### src/rtl/round_sequencer.sv
`default_nettype none
// ============================================================================
//  Module      : round_sequencer
//  Description : Blackjack round controller. Owns the card deck handshake and
//                sequences clear, initial deal (P,D,P,D), player turn, dealer
//                turn and settle. Every draw is req/valid, load, settle.
//                Optional natural-blackjack shortcut: NATURAL_BLACKJACK_EN.
//  Revision    : 1.0  initial release
// ============================================================================
module round_sequencer #(
  parameter int HAND_W       = 5,
  parameter int BUST_LIMIT   = 21,
  parameter int DEALER_STAND = 17,
  parameter int MAX_CARDS    = 5
) (
  input  logic              i_clk,
  input  logic              i_reset,
  input  logic              i_start,
  input  logic              i_playerHit,
  input  logic              i_playerStand,
  input  logic [HAND_W-1:0] i_playerHandSum,
  input  logic [HAND_W-1:0] i_dealerHandSum,
  input  logic [2:0]        i_playerCount,
  input  logic [2:0]        i_dealerCount,
  output logic              o_deckReq,
  input  logic              i_deckValid,
  output logic              o_handClear,
  output logic              o_playerLoad,
  output logic              o_dealerLoad,
  output logic [1:0]        o_turn,
  output logic [2:0]        o_gameState,
  output logic [1:0]        o_result
);

  // Thresholds sized to the sum / count buses so comparisons stay unsigned
  localparam logic [HAND_W-1:0] c_bust_sum  = HAND_W'(BUST_LIMIT);
  localparam logic [HAND_W-1:0] c_stand_sum = HAND_W'(DEALER_STAND);
  localparam logic [2:0]        c_max_cnt   = 3'(MAX_CARDS);
`ifdef NATURAL_BLACKJACK_EN
  localparam logic [HAND_W-1:0] c_natural_sum = HAND_W'(21);
  localparam logic [2:0]        c_natural_cnt = 3'd2;
`endif

  localparam logic [1:0] c_res_none   = 2'd0;
  localparam logic [1:0] c_res_player = 2'd1;
  localparam logic [1:0] c_res_dealer = 2'd2;
  localparam logic [1:0] c_res_push   = 2'd3;

  localparam logic [1:0] c_turn_none   = 2'd0;
  localparam logic [1:0] c_turn_player = 2'd1;
  localparam logic [1:0] c_turn_dealer = 2'd2;

  localparam logic [2:0] c_gs_idle   = 3'd0;
  localparam logic [2:0] c_gs_deal   = 3'd1;
  localparam logic [2:0] c_gs_player = 3'd2;
  localparam logic [2:0] c_gs_dealer = 3'd3;
  localparam logic [2:0] c_gs_result = 3'd4;

  // The three draw states (REQ/LOAD/SETTLE) are shared by every phase;
  // r_phase remembers who the draw belongs to and where to return.
  typedef enum logic [2:0] {
    ST_IDLE,
    ST_CLEAR,
    ST_REQ,
    ST_LOAD,
    ST_SETTLE,
    ST_PLAYER,
    ST_DEALER,
    ST_RESULT
  } state_t;

  typedef enum logic [1:0] {
    PH_DEAL,
    PH_PLAYER,
    PH_DEALER
  } phase_t;

  state_t     r_state;
  state_t     w_next_state;
  phase_t     r_phase;
  phase_t     w_next_phase;
  logic [1:0] r_deal_cnt;
  logic [1:0] w_next_deal_cnt;
  logic [1:0] r_result;
  logic [1:0] w_next_result;
  logic       w_target_player;
  logic       w_player_bust;

  // Final outcome once both hands are frozen; player bust is checked first
  function automatic logic [1:0] outcome(input logic [HAND_W-1:0] psum,
                                         input logic [HAND_W-1:0] dsum);
    logic [1:0] res;
    if (psum > c_bust_sum)      res = c_res_dealer;
    else if (dsum > c_bust_sum) res = c_res_player;
    else if (psum > dsum)       res = c_res_player;
    else if (dsum > psum)       res = c_res_dealer;
    else                        res = c_res_push;
    return res;
  endfunction

  // Deal alternates P,D,P,D on the low counter bit; player turn draws to player
  assign w_target_player = (r_phase == PH_PLAYER) ||
                           ((r_phase == PH_DEAL) && (r_deal_cnt[0] == 1'b0));

  assign w_player_bust = (i_playerHandSum > c_bust_sum);

  // State, phase, deal counter and result registers
  always_ff @(posedge i_clk) begin
    if (i_reset) begin
      r_state    <= ST_IDLE;
      r_phase    <= PH_DEAL;
      r_deal_cnt <= 2'd0;
      r_result   <= c_res_none;
    end else begin
      r_state    <= w_next_state;
      r_phase    <= w_next_phase;
      r_deal_cnt <= w_next_deal_cnt;
      r_result   <= w_next_result;
    end
  end

  // Next-state decode and Moore outputs
  always_comb begin
    w_next_state    = r_state;
    w_next_phase    = r_phase;
    w_next_deal_cnt = r_deal_cnt;
    w_next_result   = r_result;
    o_deckReq       = 1'b0;
    o_handClear     = 1'b0;
    o_playerLoad    = 1'b0;
    o_dealerLoad    = 1'b0;
    o_turn          = c_turn_none;
    o_gameState     = c_gs_idle;

    case (r_state)
      ST_IDLE: begin
        o_gameState = c_gs_idle;
        if (i_start) begin
          w_next_state    = ST_CLEAR;
          w_next_phase    = PH_DEAL;
          w_next_deal_cnt = 2'd0;
          w_next_result   = c_res_none;
        end
      end

      ST_RESULT: begin
        o_gameState = c_gs_result;
        if (i_start) begin
          w_next_state    = ST_CLEAR;
          w_next_phase    = PH_DEAL;
          w_next_deal_cnt = 2'd0;
          w_next_result   = c_res_none;
        end
      end

      ST_CLEAR: begin
        o_gameState  = c_gs_deal;
        o_handClear  = 1'b1;
        w_next_state = ST_REQ;
      end

      // Request stays high until the deck presents a card
      ST_REQ: begin
        o_deckReq = 1'b1;
        if (i_deckValid) w_next_state = ST_LOAD;
      end

      // Exactly one hand latches the accepted card
      ST_LOAD: begin
        o_playerLoad = w_target_player;
        o_dealerLoad = !w_target_player;
        w_next_state = ST_SETTLE;
        if (r_phase == PH_DEAL) w_next_deal_cnt = r_deal_cnt + 2'd1;
      end

      // Sums are valid here for the first time after the load
      ST_SETTLE: begin
        case (r_phase)
          PH_DEAL: begin
            if (r_deal_cnt != 2'd0) begin
              w_next_state = ST_REQ;
            end else begin
`ifdef NATURAL_BLACKJACK_EN
              if ((i_playerHandSum == c_natural_sum) && (i_playerCount == c_natural_cnt)) begin
                w_next_state  = ST_RESULT;
                w_next_result = ((i_dealerHandSum == c_natural_sum) &&
                                 (i_dealerCount == c_natural_cnt)) ? c_res_push : c_res_player;
              end else begin
                w_next_state = ST_PLAYER;
                w_next_phase = PH_PLAYER;
              end
`else
              w_next_state = ST_PLAYER;
              w_next_phase = PH_PLAYER;
`endif
            end
          end
          PH_PLAYER: begin
            if (w_player_bust) begin
              w_next_state  = ST_RESULT;
              w_next_result = c_res_dealer;
            end else begin
              w_next_state = ST_PLAYER;
            end
          end
          default: begin
            w_next_state = ST_DEALER;
          end
        endcase
      end

      // Stand beats hit; a hit into a full hand is a stand
      ST_PLAYER: begin
        if (i_playerStand) begin
          w_next_state = ST_DEALER;
          w_next_phase = PH_DEALER;
        end else if (i_playerHit) begin
          if (i_playerCount >= c_max_cnt) begin
            w_next_state = ST_DEALER;
            w_next_phase = PH_DEALER;
          end else begin
            w_next_state = ST_REQ;
          end
        end
      end

      // Dealer draws autonomously below the stand threshold with room in hand
      ST_DEALER: begin
        if ((i_dealerHandSum < c_stand_sum) && (i_dealerCount < c_max_cnt)) begin
          w_next_state = ST_REQ;
        end else begin
          w_next_state  = ST_RESULT;
          w_next_result = outcome(i_playerHandSum, i_dealerHandSum);
        end
      end

      default: begin
        w_next_state = ST_IDLE;
      end
    endcase

    // Game state and turn for the shared draw states follow the phase
    case (r_state)
      ST_REQ, ST_LOAD, ST_SETTLE: begin
        case (r_phase)
          PH_PLAYER: begin
            o_gameState = c_gs_player;
            o_turn      = c_turn_player;
          end
          PH_DEALER: begin
            o_gameState = c_gs_dealer;
            o_turn      = c_turn_dealer;
          end
          default: begin
            o_gameState = c_gs_deal;
            o_turn      = c_turn_none;
          end
        endcase
      end
      ST_PLAYER: begin
        o_gameState = c_gs_player;
        o_turn      = c_turn_player;
      end
      ST_DEALER: begin
        o_gameState = c_gs_dealer;
        o_turn      = c_turn_dealer;
      end
      default: begin
        o_turn = c_turn_none;
      end
    endcase
  end

  assign o_result = r_result;

endmodule
`default_nettype wire

### config.mk
export PLATFORM = sky130hd
export DESIGN_NAME = round_sequencer
export DESIGN_NICKNAME = d
export VERILOG_FILES = /design/src/rtl/round_sequencer.sv
export SDC_FILE = /design/constraint.sdc
export NUM_CORES = 1
export LEC_CHECK = 0
export BUFFER_PORTS_ARGS = -buffer_cell sky130_fd_sc_hd__buf_2
export CAP_MARGIN = 20
export CELL_PAD_IN_SITES_DETAIL_PLACEMENT = 0
export CELL_PAD_IN_SITES_GLOBAL_PLACEMENT = 1
export CORE_ASPECT_RATIO = 1.5
export CORE_MARGIN = 4
export CORE_UTILIZATION = 31
export DETAILED_ROUTE_END_ITERATION = 12
export GPL_TIMING_DRIVEN = 0
export HOLD_SLACK_MARGIN = 0.08
export PLACE_DENSITY_LB_ADDON = 0.1
export SLEW_MARGIN = 0
export SYNTH_ARGS = -nofsm -noshare
export SYNTH_HDL_FRONTEND = slang
export SYNTH_SLANG_ARGS = --single-unit
### constraint.sdc
create_clock -name i_clk -period 1.53 [get_ports i_clk]
set_input_delay 0.3825 -clock i_clk [delete_from_list [all_inputs] [get_ports i_clk]]
set_output_delay 0.3825 -clock i_clk [all_outputs]
set_load 0.005 [all_outputs]
# ---- Yosys cells after proc, flatten, opt, wreduce, memory -nomap -nowiden
# Cells that the tools add are included.
# W data, S select, Z words.
dict set report op_classes {
  addsub 1
  n_mul 0
  n_div 0
  magnitude_cmp 7
  eq_ne 19
  n_shift 0
  muxes 36
  n_bitwise 1
  reduce_logical 16
}
# operator n
set ops {}
lappend ops {{$mux W2} 14}
lappend ops {{$mux W3} 7}
lappend ops {{$pmux W3 S7} 1}
lappend ops {{$pmux W2 S3} 3}
lappend ops {{$ne A2 B2 Y1 const B} 7}
lappend ops {{$eq A3 B3 Y1 const B} 4}
lappend ops {{$pmux W2 S2} 3}
lappend ops {{$pmux W3 S2} 2}
lappend ops {{$gt A5 B5 Y1} 2}
lappend ops {{$gt A5 B5 Y1 const B} 2}
lappend ops {{$pmux W3 S3} 1}
lappend ops {{$eq A3 B2 Y1 const B} 2}
lappend ops {{$ne A3 B3 Y1 const B} 2}
lappend ops {{$reduce_and A3 Y1} 2}
lappend ops {{$reduce_and A6 Y1} 1}
lappend ops {{$reduce_bool A3 Y1} 2}
lappend ops {{$lt A5 B5 Y1 const B} 1}
lappend ops {{$mux W1} 5}
lappend ops {{$reduce_and A5 Y1} 1}
lappend ops {{$reduce_bool A2 Y1} 2}
lappend ops {{$eq A3 B1 Y1 const B} 1}
lappend ops {{$ge A3 B3 Y1 const B} 1}
lappend ops {{$logic_not A3 Y1} 1}
lappend ops {{$lt A3 B3 Y1 const B} 1}
lappend ops {{other kinds (11)} 12}
dict set report totals {
  reg_bits 9
  latchBits 0
  mem_bits_rw 0
  mem_bits_ro 0
  output_inout_bits 11
  elab_cells 84
  memories 0
}

# ---- Longest topological paths before layout
# Gate-level depths: netlist of the first run.
dict set report depth {
  word_depth 7
  depth_mapped 7
}

# ---- Worst setup path after synthesis of the first run
# OpenSTA, ideal clock, no wires.
dict set report synth_path {
  kind {register to register}
  from {register r_phase[0]}
  to {register r_state[2]}
  setup_time_ns 0.103
  t_arrival_ns 1.534
  required_ns 1.427
  slack_ns -0.107
  path_stages_with_launch 8
  path_buffers 0
  synth_period_minus_slack_ns 1.637
  cell_sequence {dfxtp_1 inv_1 ha_1 nand2b_2 nor3_1 a211o_1 and4_1 a2111oi_2}
}
dict set report synth_via {
  elab_chain_len 3
  elab_cells_between_ends 4
  classes_between {eq/ne: 1; mux: 2; reduce/logical: 1}
}
# item line
set synth_lines {}
lappend synth_lines {{start, declared} 80} ;# phase_t r_phase;
lappend synth_lines {{start signal, assigned} 116} ;# r_phase <= w_next_phase;
lappend synth_lines {{$eq A2 B1 Y1 / $logic_not A2 Y1 (equally long branches)} 178} ;# case (r_phase)
lappend synth_lines {{$pmux W3 S2 (*)} 178}
lappend synth_lines {{$pmux W3 S7 (*)} 135} ;# case (r_state)
lappend synth_lines {{end signal, assigned} 115} ;# r_state <= w_next_state;
lappend synth_lines {{end, declared} 78} ;# state_t r_state;
# Mark *: on every way between the ends. The rest lies on a longest branch, timed or not.
# A chain may end at the register's enable or synchronous reset.

# ---- Final worst setup path of the first run
dict set report layout_path {
  from {register r_state[2]}
  to {output port o_gameState[0]}
}
dict set report layout_via {
  elab_chain_len 3
  elab_cells_between_ends 10
  classes_between {eq/ne: 7; mux: 2; reduce/logical: 1}
}
# item line
set layout_lines {}
lappend layout_lines {{$eq A3 B1 Y1 (tied with other cells)} 135}
lappend layout_lines {{$pmux W3 S2 / $reduce_or A3 Y1 (equally long branches)} {135, 243}}
lappend layout_lines {{$pmux W3 S3 (*)} 243} ;# case (r_state)
lappend layout_lines {{end, declared} 31} ;# output logic [2:0] o_gameState,
# Marks and branches as above.

==> results of run 1 <==
## state kept, by name, summed over array words and instances (netlist names)
| register | count |
|---|---|
| o_result | 2 |
| r_deal_cnt | 2 |
| r_state | 3 |
| r_phase | 2 |
## path summary, 6_finish.rpt
kind / start / endpoint / slack, ps / cells after the start
max: r_state[2]$_SDFFE_PP0P_ / o_gameState[0] / -160 / 6
min: o_result[0]$_SDFFE_PP0P_ / o_result[0]$_SDFFE_PP0P_ / 450 / 1
max reg2reg: r_phase[0]$_SDFFE_PP0P_ / r_state[2]$_SDFFE_PP0P_ / -10 / 7
min reg2reg: o_result[0]$_SDFFE_PP0P_ / o_result[0]$_SDFFE_PP0P_ / 450 / 1
## cell usage in the layout (no fill, tap or decap), drive strengths merged, types with 5 or more instances in the layout
cell / instances
inv: 12
ha: 10
a21oi: 8
nand3: 5
o21ai: 9
nand2: 13
nor3: 6
nor2: 11
buf: 51
clkbuf: 7
dfxtp: 9
## routing by layer
| metal | vias to the layer above | GRT usage, % |
|---|---|---|
| met2 | 47 | 31.1 |
| met4 | 0 | 2.30 |
| met1 | 571 | 16.5 |
| met3 | 6 | 2.94 |
| met5 | - | 0 |
| li1 | 579 | - |
## per-stage QoR
stage	util [%]	total power, mW	cell area, µm²	setup TNS, ps	setup WS, ps
global route	54.6	1.17	1610	-1530	-234
floorplan	-	0.503	993	0	3.45
finish	54.6	1.11	1610	-798	-155
global placement	40.7	0.614	1200	-1590	-291
CTS	47.6	0.992	1400	-720	-162
detailed placement	40.7	0.618	1200	-1540	-272
## area by class of cell
cell class / count / area [µm²]
flip-flops and latches: 9 / 190
inverters: 12 / 50.0
repair buffers: 46 / 322
plain buffers: 8 / 86.3
multi-input cells: 103 / 865
well taps: 39 / 48.8
clock buffers: 4 / 45.0
fillers: 313 / 1340
## what timing repair did
item | CTS | global route
pin swaps | 8 | 9
endpoints found under the setup margin | 11 | 16
gates cloned | 0 | 1
resized for setup | 34 | 26
buffers inserted | 9 | 5
## synthesized netlist by cell type (3+ instances only)
cell	count
inv_1	12
nand2_1	12
nor2_1	11
ha_1	10
dfxtp_1	9
o21ai_0	9
a21oi_1	8
nor3_1	6
nand3_1	5
a21o_1	3
clkbuf_1	3
nand4_1	3
o211ai_1	3
## power breakdown
part           internal [mW]  switching [mW]
sequential             0.250         0.00867
combinational          0.288           0.273
clock                  0.183           0.106
total                  0.720           0.388
## kinds of logic (layout without fill, tap and decap cells)
kind of cell	Yosys count	in the layout	synth area share, %
buffers and inverters	21	70	10.8
DFF	9	9	18.7
adders and majority gates	10	10	13.0
AOI/OAI and AO/OA	42	42	30.3
and+or+nand+nor	49	49	25.2
muxes	2	2	2.08
==> reports/qor.csv, run 1 <==
metric;value;unit
status;finished, violations left;
min Tclk post-route;1690;ps
per-cell routed wire length;15.0;µm
Cells after Synth;133;
kind of critical path;flop to output port;
Pins Over Slew Limit;0;
clock latency on the worst-skew pair;230;ps
detailed placement HPWL;2330;µm
Final WS setup;-155;ps
Synth Area per Inst;7.24;µm²
Die Span Y;76.3;µm
antenna violations before repair;0;
gp weighted congestion;0.774;
Vias per Instance;5.44;
FMAX;0.593;GHz
Iter 0 DRT Violations;26;
maximum clock path buffer count;2;
Post-synth ARST share;0;%
Mapped Area;963;µm²
first-pass GRT wire length;5040;µm
post-synth top area cell;dfxtp_1;
Synth Warn #;0;
Worst Max-Slew Pin Slew;503;ps
CTS tree;built;
layout cells sized above 1;52.7;%
CP top delay family;buffers and inverters;
crit path DAT;1300;ps
Buf+Inv Stages, Crit Path;4;
# rows;24;
DRT met1 WL;1190;µm
met2 WL;1850;µm
final hold viol count;0;
Worst EP required;1150;ps
number of global-route vias before repair;1136;
# H-tree levels;1;
Starting Density;32.7;%
VDD IR max;0.554;mV
Leakage;0.698;nW
most used cell, CP;buf_6;
Total Routed Length;3310;µm
Clock Sinks;9;
CP max-delay cell;dfxtp_2;
P per Cell Area;690;nW/µm²
Worst path max stage delay;320;ps
Yosys reg bits;9;
core area;2940;µm²
Horiz. Die Dim;53.5;µm
PortBufs;31;
Max-Slew Margin vs Limit;66.5;%
placed cells;203;
WL met3;197;µm
clock skew;0.720;ps
Post-synth EDFFs;0;
GRT overflow;0;
Root Driver;clkbuf_8;
# diodes;0;
Yosys top cell area share;18.7;%
DR DRC count;0;
startpoint types;flop;
final worst-path cycle share;110;%
Num CTS Buffers;3;
DR top layer;met4;
hold slack;448;ps
RSZ-0062 raised after global routing;yes;
class of the worst hold path;flop to flop;
final setup fails;9;
GR Util All Layers;15.9;%
Final ANT Viol Nets;0;
largest net degree at the start of global routing;11;
Primary FF master, synth;dfxtp_1;
Cell Count, Final, Fillers Out;221;
syn_nets;165;
register area share after synthesis;18.7;%
area grow syn2layout;66.8;%
violations in the final reports;negative setup slack;
Vias;1203;
Worst Path Max Fanout;6;
die area;4080;µm²
Hold Buf Count CTS;0;
max_cap viols;0;
Clock Pin Slew Worst Setup and Hold Paths;50;ps
largest cells by area after synthesis;dfxtp_1 19%, ha_1 13%, o21ai_0 4.7%;
Final nets;215;
critical path cell sequence;buf_6 -> inv_2 -> buf_6 -> o21a_1 -> a221oi_2 -> buf_2;
Distinct cells, synth;41;
Ports;33;
Initial DRT Pass Iterations;4;
CP endpoint kind;output port;
Note: power is estimated with default switching activity, not from simulation.
==> run 2: changes to the inputs <==
--- a/config.mk
+++ b/config.mk
@@ -5,13 +5,14 @@
 export SDC_FILE = /design/constraint.sdc
 export NUM_CORES = 1
 export LEC_CHECK = 0
+export ABC_AREA = 1
 export BUFFER_PORTS_ARGS = -buffer_cell sky130_fd_sc_hd__buf_2
 export CAP_MARGIN = 20
 export CELL_PAD_IN_SITES_DETAIL_PLACEMENT = 0
 export CELL_PAD_IN_SITES_GLOBAL_PLACEMENT = 1
 export CORE_ASPECT_RATIO = 1.5
 export CORE_MARGIN = 4
-export CORE_UTILIZATION = 31
+export CORE_UTILIZATION = 29
 export DETAILED_ROUTE_END_ITERATION = 12
 export GPL_TIMING_DRIVEN = 0
 export HOLD_SLACK_MARGIN = 0.08
==> run 2 against run 1 <==
Via count increased by 1.2%; the flow still finishes with violations (negative setup slack); count of clock-buffer cells in the layout stayed put; power grew 86%; highest routed layer unchanged; final area down 8.3%.
==> reports/qor.csv, run 2 <==
metric;value;unit;change
status;finished, violations left;;
violations in the final reports;negative setup slack;;
Yosys reg bits;9;;unchanged
PortBufs;32;;+3.2%
maximum clock path buffer count;2;;unchanged
Clock Pin Slew Worst Setup and Hold Paths;50;ps;about the same
syn_nets;206;;+25%
VDD IR max;0.808;mV;+46%
most common cell in the synthesized netlist;nand2_1;;
core area;3190;µm²;+8.4%
Final WS setup;-108;ps;+47.0 ps
CTS tree;built;;
final worst-path cycle share;107;%;-3.1 points
gp weighted congestion;0.828;;+7.0%
FMAX;0.610;GHz;+2.9%
largest register by flop count;r_state;;
area grow syn2layout;50.3;%;
die area;4390;µm²;+7.6%
Post-synth EDFFs;0;;unchanged
Int Pwr;1.10;mW;+53%
Final ANT Viol Nets;0;;unchanged
number of global-route vias before repair;1246;;+9.7%
post-route cell area;1470;µm²;-8.3%
min Tclk post-route;1640;ps;-47.0 ps
Die Span Y;79.2;µm;+3.8%
Clock Sinks;9;;unchanged
Post-synth ARST share;0;%;unchanged
Worst Path Max Fanout;5;;-1
per-cell routed wire length;11.2;µm;-25%
layout cells sized above 1;38.6;%;-14 points
commonest non-fill, non-tap cell in the layout;nand2_1;;
Final nets;261;;+21%
DP Area;1190;µm²;-0.63%
RSZ-0062 raised after global routing;yes;;
worst hold stages;2;;+1
Yosys top cell area share;18.4;%;-0.31 points
Cell Count, Final, Fillers Out;268;;+21%
Critical R2R Capture;r_phase[0]$_SDFFE_PP0P_;;
Sw Ratio;46.5;%;+11 points
Pins Over Slew Limit;0;;unchanged
register area share after synthesis;18.4;%;-0.31 points
r2r setup slk;110;ps;+120 ps
Num CTS Buffers;3;;unchanged
Mapped Area;980;µm²;+1.7%
Starting Density;30.7;%;-2.0 points
synth cell count leaders;48 x nand2_1, 35 x inv_1, 20 x nor2_1, 12 x a21oi_1, 12 x nand3_1;;
largest cells by area after synthesis;dfxtp_1 18%, nand2_1 18%, inv_1 13%;;
largest net degree at the start of global routing;6;;-5
placed cells;246;;+21%
final setup fails;6;;-3
# H-tree levels;1;;unchanged
Largest register FFs;3;;unchanged
final hold viol count;0;;unchanged
Hold Path End;r_state[0]$_SDFFE_PP0P_;;
kind of critical path;flop to output port;;
Synth Area per Inst;5.63;µm²;-22%
Worst path max stage delay;380;ps;+60 ps
post-synth top area cell;dfxtp_1;;
Total Routed Length;3000;µm;-9.3%
Ports;33;;unchanged
Iter 0 DRT Violations;44;;+69%
detailed placement HPWL;2330;µm;+0.22%
Initial DRT Pass Iterations;4;;unchanged
# diodes;0;;unchanged
critical path cell sequence;inv_2 -> nand2_4 -> nor2_4 -> a21oi_2 -> inv_1 -> nand2_1 -> nand3_1 -> buf_2;;
Distinct cells, synth;20;;-51%
Cells after Synth;174;;+31%
first-pass GRT wire length;5240;µm;+4.1%
GRT overflow;0;;unchanged
CP max-delay cell;dfxtp_4;;
crit path DAT;1260;ps;-40 ps
Worst Max-Slew Pin Slew;284;ps;-219 ps
Vias per Instance;4.54;;-17%
sequential share of power;18.7;%;-4.6 points
Worst EP required;1150;ps;about the same
reg2reg path depth;7;;unchanged
min-delay src;i_reset;;
Horiz. Die Dim;55.5;µm;+3.6%
clock group share of total power;13.7;%;-12 points
hold slack;367;ps;-80.9 ps
sw power;0.957;mW;+150%
Vias;1217;;+1.2%
# rows;25;;+4.2%
clock skew;3.07;ps;+2.35 ps
Leakage;0.827;nW;+18%
CP endpoint kind;output port;;
most frequent cells in the layout;46 x nand2_1, 33 x buf_2, 28 x inv_1;;
GR Util All Layers;14.6;%;-1.3 points
clock latency on the worst-skew pair;230;ps;about the same
startpoint types;flop;;
R2R Path Start;r_state[0]$_SDFFE_PP0P_;;
class of the worst hold path;primary input to flop;;
Max-Slew Margin vs Limit;80.9;%;+14 points
P per Cell Area;1400;nW/µm²;+100%
max_cap viols;0;;unchanged
Synth Warn #;0;;unchanged
Root Driver;clkbuf_8;;
Primary FF master, synth;dfxtp_1;;
DR DRC count;0;;unchanged
Comb power frac;67.6;%;+17 points
antenna violations before repair;0;;unchanged
-- run 2: worst max path at each step --
stage	startpoint	end	slack [ps]
4_1_cts	r_state[2]$_SDFFE_PP0P_	o_gameState[1]	-110
3_5_place_dp	r_state[0]$_SDFFE_PP0P_	o_gameState[1]	-180
3_3_place_gp	r_state[0]$_SDFFE_PP0P_	o_gameState[1]	-180
2_1_floorplan	r_state[0]$_SDFFE_PP0P_	o_gameState[1]	130
6_report	r_state[0]$_SDFFE_PP0P_	o_gameState[1]	-110
5_1_grt	r_phase[0]$_SDFFE_PP0P_	o_playerLoad	-180
-- run 2: power by group through the flow --
stage | registers [mW] | logic [mW] | clock network [mW]
floorplan | 0.360 | 0.776 | 0
finish | 0.385 | 1.39 | 0.283
global placement | 0.367 | 1.05 | 0
global route | 0.392 | 1.59 | 0.314
detailed placement | 0.370 | 1.06 | 0
CTS | 0.382 | 1.27 | 0.289
-- run 2: cells by family (layout without fill, tap and decap cells) --
group | Yosys count | in the layout | share of synthesized area [%]
buffers and inverters | 39 | 93 | 16.1
and+or+nand+nor | 89 | 89 | 37.9
DFF | 9 | 9 | 18.4
AOI/OAI and AO/OA | 27 | 27 | 14.8
adders and majority gates | 10 | 10 | 12.8
-- run 2: layout make-up --
class,count,area [µm²]
fill,356,1720
multi-input combinational,126,732
timing repair buffer,50,293
sequential,9,189
inverter,37,141
tap,40,50.0
clock buffer,4,45.0
buffer,2,22.5
-- run 2: worst max-delay path: cells and delay by family, from the launching register on --
kind            cells  cell delay [ps]
compound gates      1              150
simple gates        4              240
flops               1              380
buf+inv             3              260
-- run 2: repair_timing --
action                     in CTS  in global routing
buffers inserted               11                  5
setup endpoints to repair       8                 14
hold buffers                    0                  0
gates resized for setup        29                  8
pin swaps                      10                  5
gates cloned                    2                  0
-- run 2: per-stage QoR --
step           setup slack, ps  total power, mW  TNS (ps)  utilization (%)
6_report                  -108             2.06      -403             46.2
3_5_place_dp              -184             1.43      -705             37.3
5_1_grt                   -182             2.29      -999             46.2
4_1_cts                   -111             1.95      -484             44.0
2_1_floorplan              133             1.14         0                -
3_3_place_gp              -184             1.42      -666             37.3
-- run 2: layer usage --
layer	vias up	track usage, %	share of wire [%]
li1	642	-	-
met1	537	14.2	37
met2	30	30.3	56
met3	8	2.93	5.0
met4	0	3.65	2.3
met5	-	0	0
==> run 3: changes to the inputs <==
--- a/config.mk
+++ b/config.mk
@@ -17,6 +17,7 @@
 export GPL_TIMING_DRIVEN = 0
 export HOLD_SLACK_MARGIN = 0.08
 export PLACE_DENSITY_LB_ADDON = 0.1
+export SETUP_SLACK_MARGIN = 0.3
 export SLEW_MARGIN = 0
 export SYNTH_ARGS = -nofsm -noshare
 export SYNTH_HDL_FRONTEND = slang
==> run 3 against run 2 <==
The run still ends with negative setup slack left; sequential share of layout area down 2.1 points; register-to-register slack worse by 130 ps; final area up 24%; clock skew down 2.7 ps; fmax down 1.4%; power up 28%; count of clock-buffer cells in the layout unchanged; wire length up 18%.
==> reports/qor.csv, run 3 (synthesis gave the netlist of run 2 again) <==
metric;value;unit;change
status;finished, violations left;;
violations in the final reports;negative setup slack;;
largest net degree at the start of global routing;8;;+2
Clock Pin Slew Worst Setup and Hold Paths;50;ps;about the same
Final nets;269;;+3.1%
detailed placement HPWL;2470;µm;+5.9%
clock latency on the worst-skew pair;240;ps;about the same
Buf+Inv Stages, Crit Path;3;;unchanged
Worst path max stage delay;310;ps;-70 ps
critical path cell sequence;buf_8 -> nand2_8 -> nor2_4 -> a21oi_4 -> inv_2 -> nand2_1 -> nand3_1 -> buf_2;;
final hold viol count;0;;unchanged
RSZ-0062 raised after global routing;yes;;
kind of critical path;flop to output port;;
largest register by flop count;r_state;;
Worst Max-Slew Pin Slew;277;ps;-6.71 ps
Die Span Y;79.2;µm;unchanged
PortBufs;32;;unchanged
Num CTS Buffers;3;;unchanged
Horiz. Die Dim;55.5;µm;unchanged
CTS tree;built;;
Final WS setup;-131;ps;-23.2 ps
startpoint types;flop;;
Root Driver;clkbuf_8;;
Ports;33;;unchanged
Pins Over Slew Limit;0;;unchanged
clock skew;0.323;ps;-2.74 ps
class of the worst hold path;primary input to flop;;
core area;3190;µm²;unchanged
# rows;25;;unchanged
P per Cell Area;1440;nW/µm²;+3.0%
Leakage;0.922;nW;+11%
max_cap viols;0;;unchanged
antenna violations before repair;0;;unchanged
Iter 0 DRT Violations;14;;-68%
CP top delay family;buffers and inverters;;
VDD IR max;0.910;mV;+13%
Worst EP required;1150;ps;about the same
commonest non-fill, non-tap cell in the layout;nand2_1;;
per-cell routed wire length;12.8;µm;+14%
die area;4390;µm²;unchanged
gp weighted congestion;0.869;;+5.0%
GR Util All Layers;15.8;%;+1.1 points
Initial DRT Pass Iterations;4;;unchanged
number of global-route vias before repair;1310;;+5.1%
FMAX;0.602;GHz;-1.4%
DR DRC count;0;;unchanged
fillers;314;;-12%
CP endpoint kind;output port;;
Final Power;2.63;mW;+28%
final worst-path cycle share;109;%;+1.5 points
first-pass GRT wire length;5580;µm;+6.3%
maximum clock path buffer count;2;;unchanged
final setup fails;8;;+2
# diodes;0;;unchanged
Vias per Instance;4.74;;+4.4%
Max-Slew Margin vs Limit;81.3;%;+0.45 points
# H-tree levels;1;;unchanged
most frequent cells in the layout;34 x nand2_1, 31 x buf_2, 20 x inv_1;;
GRT overflow;0;;unchanged
crit path DAT;1280;ps;+20 ps
min Tclk post-route;1660;ps;+23.2 ps
Largest register FFs;3;;unchanged
Hold Buf Count CTS;0;;unchanged
Finished Core Util;57.3;%;+11 points
Clock Sinks;9;;unchanged
Total Routed Length;3530;µm;+18%
Starting Density;30.7;%;unchanged
CP max-delay cell;dfxtp_2;;
Final ANT Viol Nets;0;;unchanged
Worst Path Max Fanout;7;;+2
layout cells sized above 1;55.5;%;+17 points
Vias;1308;;+7.5%
area grow syn2layout;86.5;%;
[run 3: changes by cell type in the layout (fill, tap and decap cells not counted), moves of 5 or more]
cell | previous run | this run
o21ai_0 | 9 | 4
buf_6 | 2 | 10
nand2_1 | 46 | 34
inv_4 | 1 | 6
ha_4 | 1 | 6
nand2_2 | 1 | 10
inv_1 | 28 | 20
[run 3: area by class of cell]
type	count	area, µm²	share of cell area (%)
Timing Repair Buffer	58	392	21.4
Tap cell	40	50.0	2.74
Buffer	2	26.3	1.44
Clock buffer	4	45.0	2.47
Sequential cell	9	195	10.7
Multi-Input combinational cell	126	957	52.4
Inverter	37	161	8.84
[run 3: path summary, 6_finish.rpt]
| path | slack, ps | start | endpoint | cells after the start |
|---|---|---|---|---|
| setup / recovery | -130 | r_state[2]$_SDFFE_PP0P_ | o_gameState[1] | 8 |
| setup reg to reg | -20 | r_phase[0]$_SDFFE_PP0P_ | r_state[1]$_SDFFE_PP0P_ | 9 |
| hold reg to reg | 470 | r_deal_cnt[1]$_SDFFE_PP0P_ | r_deal_cnt[1]$_SDFFE_PP0P_ | 2 |
| hold / removal | 370 | i_reset | r_state[2]$_SDFFE_PP0P_ | 2 |
[run 3: metal layers]
layer | GRT usage [%] | part of all wire [%]
met1 | 14.0 | 36
met2 | 32.8 | 56
met3 | 3.09 | 3.9
met4 | 7.06 | 3.7
met5 | 0 | 0
[run 3: timing repair]
action                     4_1_cts  5_1_grt
buffers inserted                17        8
setup endpoints to repair       18       18
gates cloned                     1        0
pin swaps                       18       21
gates resized for setup         46       28
[run 3: where the power goes]
part / total [mW] / internal [mW] / switching, mW / leakage, nW
clock network: 0.284 / 0.182 / 0.102 / 0.0228
logic: 1.94 / 0.885 / 1.06 / 0.822
registers: 0.406 / 0.326 / 0.0798 / 0.0770
total: 2.63 / 1.39 / 1.24 / 0.922
[run 3: worst reg2reg max path: cells and delay by family, from the launching register on]
family / cells / cell delay [ps]
buffers and inverters: 3 / 300
adder cells (fa/ha/maj): 1 / 170
AO/OA/AOI/OAI: 2 / 420
flip-flops: 1 / 390
AND/OR/NAND/NOR: 3 / 200
[run 3: stage by stage]
step	TNS [ps]	area, µm²	hold WS, ps	instances	setup WS (ps)
finish	-791	1830	369	276	-131
global route	-1470	1830	383	276	-179
CTS	-738	1670	366	268	-127
detailed placement	-37.5	1330	461	246	-37.5
global placement	-20.8	1330	453	246	-20.8
floorplan	0	1120	437	174	263
